[config.mk]
export PLATFORM = sky130hd
export DESIGN_NAME = ps2_key_decoder
export DESIGN_NICKNAME = d
export VERILOG_FILES = /design/src/rtl/ps2_key_decoder.sv
export SDC_FILE = /design/constraint.sdc
export NUM_CORES = 1
export LEC_CHECK = 0
export ABC_CLOCK_PERIOD_IN_PS = 3050
export CORE_MARGIN = 8
export CORE_UTILIZATION = 40
export DETAILED_ROUTE_END_ITERATION = 6
export DONT_BUFFER_PORTS = 1
export GPL_ROUTABILITY_DRIVEN = 0
export PLACE_DENSITY = 0.59
export SLEW_MARGIN = 20
export SYNTH_ARGS = -nofsm -noshare
export SYNTH_HDL_FRONTEND = slang
export SYNTH_SLANG_ARGS = --single-unit
[constraint.sdc]
create_clock -name clk -period 3.05 [get_ports clk]
set_input_delay 0.305 -clock clk [delete_from_list [all_inputs] [get_ports clk]]
set_output_delay 0.305 -clock clk [all_outputs]
set_load 0.03 [all_outputs]
[src/rtl/ps2_key_decoder.sv]
// PS/2 keyboard receiver: synchronises the PS/2 lines, frames 11-bit packets,
// folds E0/F0 prefixes into key events and buffers them in a FWFT FIFO.
module ps2_key_decoder #(
  parameter int TIMEOUT_CYCLES = 50000,
  parameter int FIFO_DEPTH     = 4,
  parameter int CNT_W          = 3
) (
  input  logic             clk,
  input  logic             rst,
  input  logic             PS2_DATA,
  input  logic             PS2_CLOCK,
  output logic [7:0]       key_code,
  output logic             key_ext,
  output logic             key_break,
  output logic             key_valid,
  input  logic             key_ready,
  output logic [CNT_W-1:0] fifo_count,
  output logic             frame_err,
  output logic             overflow
);

  localparam int PTR_W = $clog2(FIFO_DEPTH);
  localparam int TO_W  = $clog2(TIMEOUT_CYCLES + 1);

  typedef enum logic [1:0] {IDLE, RECV, CHECK} state_t;

  state_t            state;
  logic              clk_s1, clk_s2, clk_prev;
  logic              data_s1, data_s2;
  logic              fall;
  logic [3:0]        bit_cnt;
  logic [TO_W-1:0]   to_cnt;
  logic [9:0]        shreg;
  logic              byte_valid;
  logic [7:0]        byte_data;

  logic              ext_flag, brk_flag;
  logic [9:0]        mem [FIFO_DEPTH];
  logic [PTR_W-1:0]  rd_ptr, wr_ptr;
  logic              is_prefix, push, pop, full, wr_en;
  logic [9:0]        head;

  always_ff @(posedge clk) begin
    if (rst) begin
      clk_s1   <= 1'b1;
      clk_s2   <= 1'b1;
      clk_prev <= 1'b1;
      data_s1  <= 1'b1;
      data_s2  <= 1'b1;
    end else begin
      clk_s1   <= PS2_CLOCK;
      clk_s2   <= clk_s1;
      clk_prev <= clk_s2;
      data_s1  <= PS2_DATA;
      data_s2  <= data_s1;
    end
  end

  assign fall = clk_prev & ~clk_s2;

  // Frame receiver: bits land LSB first, so after 10 shifts shreg = {stop, parity, data}.
  always_ff @(posedge clk) begin
    if (rst) begin
      state      <= IDLE;
      bit_cnt    <= '0;
      to_cnt     <= '0;
      shreg      <= '0;
      frame_err  <= 1'b0;
      byte_valid <= 1'b0;
      byte_data  <= '0;
    end else begin
      frame_err  <= 1'b0;
      byte_valid <= 1'b0;
      case (state)
        IDLE: begin
          if (fall && !data_s2) begin
            state   <= RECV;
            bit_cnt <= '0;
            to_cnt  <= '0;
          end
        end
        RECV: begin
          if (fall) begin
            shreg  <= {data_s2, shreg[9:1]};
            to_cnt <= '0;
            if (bit_cnt == 4'd9) state <= CHECK;
            else                 bit_cnt <= bit_cnt + 4'd1;
          end else if (to_cnt == TO_W'(TIMEOUT_CYCLES - 1)) begin
            frame_err <= 1'b1;
            state     <= IDLE;
          end else begin
            to_cnt <= to_cnt + 1'b1;
          end
        end
        CHECK: begin
          if ((^shreg[8:0]) && shreg[9]) begin
            byte_valid <= 1'b1;
            byte_data  <= shreg[7:0];
          end else begin
            frame_err <= 1'b1;
          end
          state <= IDLE;
        end
        default: state <= IDLE;
      endcase
    end
  end

  always_comb begin
    is_prefix = (byte_data == 8'hE0) || (byte_data == 8'hF0);
    push      = byte_valid && !is_prefix;
    pop       = key_valid && key_ready;
    full      = (fifo_count == CNT_W'(FIFO_DEPTH));
    wr_en     = push && (!full || pop);
  end

  // Decoder flags and FIFO; a full FIFO still accepts a push when the head is popped that cycle.
  always_ff @(posedge clk) begin
    if (rst) begin
      ext_flag   <= 1'b0;
      brk_flag   <= 1'b0;
      rd_ptr     <= '0;
      wr_ptr     <= '0;
      fifo_count <= '0;
      overflow   <= 1'b0;
      for (int unsigned i = 0; i < FIFO_DEPTH; i++) mem[i] <= '0;
    end else begin
      overflow <= push && full && !pop;
      if (frame_err) begin
        ext_flag <= 1'b0;
        brk_flag <= 1'b0;
      end else if (byte_valid) begin
        if (byte_data == 8'hE0)      ext_flag <= 1'b1;
        else if (byte_data == 8'hF0) brk_flag <= 1'b1;
        else begin
          ext_flag <= 1'b0;
          brk_flag <= 1'b0;
        end
      end
      if (wr_en) begin
        mem[wr_ptr] <= {ext_flag, brk_flag, byte_data};
        wr_ptr      <= wr_ptr + 1'b1;
      end
      if (pop) rd_ptr <= rd_ptr + 1'b1;
      if (wr_en && !pop)      fifo_count <= fifo_count + 1'b1;
      else if (!wr_en && pop) fifo_count <= fifo_count - 1'b1;
    end
  end

  assign head      = mem[rd_ptr];
  assign key_code  = head[7:0];
  assign key_break = head[8];
  assign key_ext   = head[9];
  assign key_valid = (fifo_count != '0);

endmodule

* Word level (Yosys, flattened, before mapping)
Memories as Yosys holds them, arrays and structs flattened. A register that Yosys moved wholly into a read port is not among the register bits. Cells that the tools add are included.
Storage, ports and cells: register bits 57, latch bits 0, bits in writable memories 40, bits in read-only memories 0, input bits 5, output and inout bits 16, word-level logic and storage cells 107, memories 1
Memories:
- mem | words 4, bits a word 10, rd ports 1, clocked after Yosys merged registers in 1, write ports 4, line 38 | logic [9:0] mem [FIFO_DEPTH];
Cells by class: $add $sub $neg 6, multiply operators 0, divide/modulo/power cells 0, magnitude comparators 0, equal/unequal tests 14, shifts and indexed selects 0, mux-type cells 33, bitwise operators 4, reduce and logical (&&, ||, !) cells 31
Operators with widths (count):
- 16-bit two-way mux | 3
- 16-bit one-hot mux with 2 select lines | 1
- 16-bit by 1-bit adder with 16-bit output, second input constant | 1
- 16-bit == test, second input constant | 1
- 8-bit == test, second input constant | 2
- 2-bit two-way mux | 7
- 1-bit two-way mux | 13
- 4-bit two-way mux | 3
- 10-bit two-way mux | 1
- 10-bit OR reduction | 1
- 1-bit logical AND | 9
- 3-bit != test, second input constant | 3
- 9-bit parity | 1
- 2-bit != test, second input constant | 4
- 4-bit one-hot mux with 2 select lines | 1
- 2-bit AND reduction | 4
- 3-bit two-way mux | 2
- 3-bit AND reduction | 2
- 1-bit logical NOT | 5
- 2-bit by 1-bit adder with 2-bit output, second input constant | 2
- 4-bit by 1-bit adder with 4-bit output, second input constant | 1
- 4-bit == test, second input constant | 1
- 2-bit one-hot mux with 2 select lines | 1
- 4-bit AND reduction | 1
- other kinds (13) | 18

* Longest topological paths before layout
Gate-level depths: netlist (run 1).
depth in word-level cells 10, depth in mapped cells 10, mapped depth without buffers 9

* Worst setup path before layout (run 1)
No wires, ideal clock.
path type register to register, start register fifo_count[0], end register fifo_count[2], setup time 0.070 ns, data arrival time 2.472 ns, data required time 2.980 ns, slack 0.508 ns, cell stages (with the launch flop) 11, path buffers 1, period minus slack after synthesis 2.542 ns, path through dfxtp_1 > or4b_2 > o211ai_1 > buf_2 > inv_1 > ha_1 > inv_1 > fa_1 > xor2_1 > or3_1 > a21oi_1
On the way: word-level cells in the longest chain between the ends 7, elaborated cells on any way between the ends 15, those cells by class 2 x add/sub; 1 x eq/ne; 2 x mux; 10 x reduce/logical
RTL lines:
- start, declared | line 17 | output logic [CNT_W-1:0] fifo_count,
- start signal, assigned | line 145 | if (wr_en && !pop) fifo_count <= fifo_count + 1'b1;
- start signal, assigned | line 146 | else if (!wr_en && pop) fifo_count <= fifo_count - 1'b1;
- 3-bit == test / 3-bit nonzero test (equally long branches) | line 113, 154
- 1-bit logical NOT / 1-bit logical AND (equally long branches) | line 114, 112
- 1-bit logical OR * | line 114 | wr_en = push && (!full || pop);
- 1-bit logical AND * | line 114
- net wr_en | line 40 | logic is_prefix, push, pop, full, wr_en;
- 1-bit logical NOT | line 146
- 1-bit logical AND | line 146
- 2-bit nonzero test (no line)
The timed path passes the listed nets; every way through them passes the cells marked *. The select of a mux whose other input is x is not followed. A chain may end at the register's enable or synchronous reset.

* Worst setup path after layout (run 1)
start register fifo_count[1], end register fifo_count[2]
On the way: word-level cells in the longest chain between the ends 7, elaborated cells on any way between the ends 15, those cells by class 2 x add/sub; 1 x eq/ne; 2 x mux; 10 x reduce/logical
RTL lines:
- 3-bit nonzero test * | line 154 | assign key_valid = (fifo_count != '0);
- net key_valid | line 15 | output logic key_valid,
- 1-bit logical AND * | line 112 | pop = key_valid && key_ready;
- 1-bit logical OR | line 114
- 1-bit logical AND | line 114
- 1-bit logical NOT | line 146
- 1-bit logical AND | line 146
- 2-bit nonzero test (no line)
Marked as above.

==> results of run 1 <==
layout by cell type, fill, tap and decap left out, types with 2 or more instances in the layout:
master	instances
a211oi_1	2
a21oi_1	10
and2_1	42
and3_1	2
buf_4	9
clkbuf_8	10
dfxtp_1	59
edfxtp_1	40
ha_1	7
inv_1	9
inv_6	4
mux2i_1	22
mux4_2	10
nand2_1	16
nand2b_1	2
nand3_1	4
nand4_1	7
nor2_1	53
nor3_1	6
nor4_1	5
nor4b_1	2
nor4bb_1	2
o2111ai_1	3
o211ai_1	5
o21a_1	2
o21ai_0	9
or2_2	7
or3_1	5
xnor2_1	7
xor2_1	14
critical path, cell delays in order (launching register included):
cell	delay [ps]
dfxtp_1	460
or3_1	570
nand2_1	170
ha_1	200
inv_1	60
fa_1	380
xor2_1	180
or3_1	300
a21oi_1	140
metal layers:
layer	vias up	routed length, um
met5	-	0
met4	0	42
met3	5	227
met2	39	4410
met1	1356	3640
li1	1366	-
power groups by stage:
stage                     Combinational [uW]  Clock [uW]  Sequential [uW]
after detailed placement                 303           0             1530
after global routing                     337         885             1510
after floorplan                          275           0             1510
after global placement                   296           0             1530
final                                    307         804             1500
after CTS                                314         834             1500
flip-flops by register name, indices dropped and copies added, names as in the netlist, named ones only:
register and count:
overflow 1, rd_ptr 2, fifo_count 3, byte_valid 1, to_cnt 16, byte_data 8
shreg 10, clk_prev 1, brk_flag 1, clk_s1 1, frame_err 1, state 2
data_s2 1, ext_flag 1, bit_cnt 4, wr_ptr 2, clk_s2 1, data_s1 1
mem 40
cells by family (layout without fill, tap and decap cells):
logic type,after synthesis,in the layout,synth area share [%]
buf+inv,23,36,2.01
compound gates,34,34,4.94
flops,99,99,54.7
xor+xnor,23,23,5.29
mux,33,33,10.7
simple gates,162,162,19.9
fa+ha+maj,8,8,2.47
stage by stage:
step / cells / power, uW / setup WS, ps / hold WS (ps) / util [%]
after floorplan: 382 / 1780 / 508 / 389 / -
after global placement: 517 / 1820 / 576 / 381 / 42.3
after detailed placement: 517 / 1830 / 546 / 383 / 42.3
after CTS: 535 / 2650 / 497 / 3.38 / 44.2
after global routing: 535 / 2730 / 390 / 2.26 / 44.2
final: 535 / 2610 / 522 / 22.6 / 44.2
final timing paths:
path,from,end,slack [ps],cells after the start
hold reg to reg,clk_s1,clk_s2,420,1
hold / removal,rst,byte_data[3],20,1
setup / recovery,fifo_count[1],fifo_count[2],520,8
setup reg to reg,fifo_count[1],fifo_count[2],520,8
area by class of cell:
type / count / area (um^2) / share of cell area [%]
tap: 140 / 175 / 3.69
sequential: 99 / 2380 / 50.2
multi-input combinational: 260 / 1890 / 39.7
clock buffer: 10 / 138 / 2.90
clock inverter: 6 / 51.3 / 1.08
inverter: 9 / 33.8 / 0.711
timing repair buffer: 11 / 82.6 / 1.74
==> qor.yml, run 1 <==
power_density_mw_per_mm2: 549
grt.busiest_layer: "met2"
coreArea_mm2: 0.0107
p_int_uw: 1860
cts_made_buffers: 9
drive_above_1_share_pct: 12.2
timing.fmax_mhz: 396
synthArstFlopShare_pct: 0
peakVddDrop_v: 0.000253
n_fill_cell: 1036
maxSlewViolCount: 0
ys_top_cells_by_count: "dfxtp_1 (59), nor2_1 (53), and2_1 (42), edfxtp_1 (40), mux2i_1 (22)"
synth_cells: 382
clock_path_buffers: 2
timing.setup.tns_ps: 0
hold_viol_final: 0
synth_top_area_share_pct: 27.6
switching_share_pct: 28.5
seq_power_share_pct: 57.4
postCtsSetupRepairBufs: 0
maxCapViolCount: 0
grt_pass1_wl_mm: 14.3
clk_latency_ps: 360
run_status: "completed"
area_growth_pct: 9.02
synthDistinctLibCells: 46
start_util_pct: 40.5
setup_viol: 0
cts-htree-levels: 3
worstPathRequired_ps: 3330
portBuffers: 0
drc: 0
via_per_inst: 5.17
cts_hold_buf: 2
clockRootBuffer: "clkbuf_8"
ant_nets: 0
ys.flop_type: "dfxtp_1"
grt_pass1_vias: 2828
gr-total-overflow: 0
syn_area_per_cell_um2: 11.4
grt_max_degree: 29
grt_usage_pct: 12.3
grtUsageMet1_pct: 14.1
tightest_slew_ps: 728
nNetsFinal: 403
dr.pass1.iters: 4
finClkSkew_ps: 14.0
via_count: 2766
worst_setup_path_start_kind: "register"
dieArea_mm2: 0.0145
fp.dieH_um: 120
rsz0062_at_grt: "false"
grt_antenna_before_repair: 0
period_share_pct: 82.9
diodes: 0
pwr-share-comb_pct: 11.8
end_kind: "register"
ys_seq_area_share_pct: 54.7
ys_ff_latch: 99
synth_edf_count: 40
yosys_warnings: 0
die_w_um: 120
fin_crit_ps: 2530
clkPwrFrac_pct: 30.8
clk_pin_slew_ps: 100
hpwl_mm: 5.54
path_max_fanout: 5
wl_mm: 8.33
cts_tree: "built"
wire_per_inst_um: 15.6
syn_area_mm2: 0.00436
path_class: "register to register"
p_leak_uw: 0.00184
p_switching_uw: 743
cts_sinks: 99
synth.top_cells.by_area: "edfxtp_1 (28%), dfxtp_1 (27%), and2_1 (6.0%)"
yosysTopAreaCell: "edfxtp_1"
final_cell_area_mm2: 0.00475
cts_resized: 0
synth_most_common_cell: "dfxtp_1"
std_cell_rows: 38
use_met2_pct: 22.5
use_met3_pct: 2.47
syn_nets: 395
max-slew-margin-rel_pct: 51.4
critPathArrivalTime_ps: 2810
drt_iter0_markers: 134
ioPinCount: 21
placed_cell_area_mm2: 0.00454
worst_hold_path_type: "primary input to register"
Power figures use the tool's default switching activity.
==> run 2: changes to the inputs <==
ABC_CLOCK_PERIOD_IN_PS = 2500   (was 3050)
clock period = 2.5 ns   (was 3.05 ns; I/O delays follow)
==> qor.yml, run 2 (synthesis results as in run 1) <==
max-slew-margin-rel_pct: 61.5  # +10 points
rsz0062_at_grt: "false"
path_max_fanout: 4  # -1
period_share_pct: 93.5  # +11 points
maxCapViolCount: 0  # unchanged
grt_pass1_vias: 2684  # -5.1%
start_util_pct: 40.5  # unchanged
worstPathRequired_ps: 2780  # -550 ps
holdPathEnd: "mem[3][4]"
worst_hold_path_type: "primary input to register"
nNetsFinal: 410  # +1.7%
diodes: 0  # unchanged
n_fill_cell: 1043  # +0.68%
timing.setup.tns_ps: 0  # unchanged
dieArea_mm2: 0.0145  # unchanged
end_kind: "register"
clk_pin_slew_ps: 100  # about the same
cts_made_buffers: 9  # unchanged
crit_path_frequent_cell: "or3_1"
hpwl_mm: 5.42  # -2.1%
timing.fmax_mhz: 428  # +8.1%
drt_iter0_markers: 131  # -2.2%
hold_viol_final: 0  # unchanged
r2r-end: "fifo_count[2]"
ant_nets: 0  # unchanged
worstHoldStart: "rst"
worst_setup_path_start_kind: "register"
grt.busiest_layer: "met2"
clockRootBuffer: "clkbuf_8"
tightest_slew_ps: 575  # -153 ps
largest_reg_flops: 40  # unchanged
clk_latency_ps: 370  # about the same
postCtsSetupRepairBufs: 0  # unchanged
use_met2_pct: 20.2  # -2.3 points
p_total_uw: 3230  # +24%
final_common_cell: "dfxtp_1"
cts_tree: "built"
setup_viol: 0  # unchanged
grt_antenna_before_repair: 0  # unchanged
gr-total-overflow: 0  # unchanged
via_count: 2740  # -0.94%
run_status: "completed"
cts_hold_buf: 3  # +1
dr.pass1.iters: 4  # unchanged
portBuffers: 0  # unchanged
ioPinCount: 21  # unchanged
area_growth_pct: 10.7
fin_util_pct: 44.9  # +0.68 points
crit_chain: "buf_4, or3_1, nand2_1, ha_1, inv_1, fa_1, xor2_1, or3_1, a21oi_1"
layout_common_cells: "dfxtp_1 (56), nor2_1 (53), and2_1 (42)"
critPathArrivalTime_ps: 2620  # -190 ps
finClkSkew_ps: 21.9  # +7.91 ps
std_cell_rows: 38  # unchanged
cpPeakStageDelay_ps: 400  # -170 ps
fin_crit_ps: 2340  # -190 ps
reg_top3: "mem (40), to_cnt (16), shreg (10)"
grt_pass1_wl_mm: 13.3  # -6.6%
power_density_mw_per_mm2: 669  # +22%
die_w_um: 120  # unchanged
fp.dieH_um: 120  # unchanged
cpMaxStageDelayCell: "or3_1"
top_register: "mem"
peakVddDrop_v: 0.000313  # +24%
grtUsageMet1_pct: 13.5  # -0.60 points
p_leak_uw: 0.00188  # +2.0%
maxSlewViolCount: 0  # unchanged
holdPathStages: 1  # unchanged
via_per_inst: 5.06  # -2.2%
wire_per_inst_um: 14.8  # -4.9%
rr_worst_depth: 9  # +1
cts_resized: 0  # unchanged
reg2reg_slack_ps: 160  # -360 ps
path_class: "register to register"
cts-htree-levels: 3  # unchanged
cts_sinks: 99  # unchanged
clock_path_buffers: 2  # unchanged
drc: 0  # unchanged
coreArea_mm2: 0.0107  # unchanged
use_met3_pct: 3.36  # +0.89 points
grt_usage_pct: 11.6  # -0.71 points
drive_above_1_share_pct: 14.2  # +2.0 points
r2r_start: "fifo_count[0]"
wl_mm: 8.02  # -3.7%
grt_max_degree: 41  # +41%
## run 2: cell types whose count changed in the layout (fill, tap and decap cells not counted), moves of 2 or more
| cell | before | now |
|---|---|---|
| dfxtp_2 | 0 | 3 |
| buf_4 | 9 | 15 |
| dfxtp_1 | 59 | 56 |
| inv_6 | 4 | 2 |
## run 2: layout make-up
type                            instances  area, um^2  area share, %
Clock buffer                            9         124           2.57
Clock inverter                          7        57.6           1.19
Inverter                                9        33.8          0.701
Multi-Input combinational cell        260        1890           39.2
Sequential cell                        99        2390           49.5
Tap cell                              140         175           3.63
Timing Repair Buffer                   18         153           3.17
## run 2: metrics by stage
stage	hold slack [ps]	instance area, um^2	setup WS [ps]	std cells
2_1_floorplan	354	4360	33.6	382
3_3_place_gp	320	4600	226	523
3_5_place_dp	323	4600	178	523
4_1_cts	37.5	4820	146	542
5_1_grt	30.8	4820	11.7	542
6_report	63.2	4820	163	542
## run 2: worst max-delay path by stage
stage	from	end	slack [ps]
floorplan	fifo_count[0]	fifo_count[2]	30
global placement	fifo_count[0]	fifo_count[2]	230
detailed placement	fifo_count[0]	fifo_count[2]	180
CTS	fifo_count[0]	fifo_count[2]	150
global route	fifo_count[0]	fifo_count[2]	10
finish	fifo_count[0]	fifo_count[2]	160
## run 2: power breakdown
group	switching [uW]	internal, uW
Clock	581	376
Combinational	317	188
Sequential	28.5	1740
## run 2: worst max-delay path: cells and delay by family, from the launching register on
| family | cells | cell delay, ps |
|---|---|---|
| xor+xnor | 1 | 180 |
| buf+inv | 2 | 230 |
| fa+ha+maj | 2 | 570 |
| compound gates | 1 | 140 |
| simple gates | 3 | 820 |
| flops | 1 | 320 |
## run 2: routing by layer
metal	part of all wire (%)	up-vias
met5	0	-
met4	1.1	0
met3	3.0	9
met2	50	43
met1	46	1312
li1	-	1376
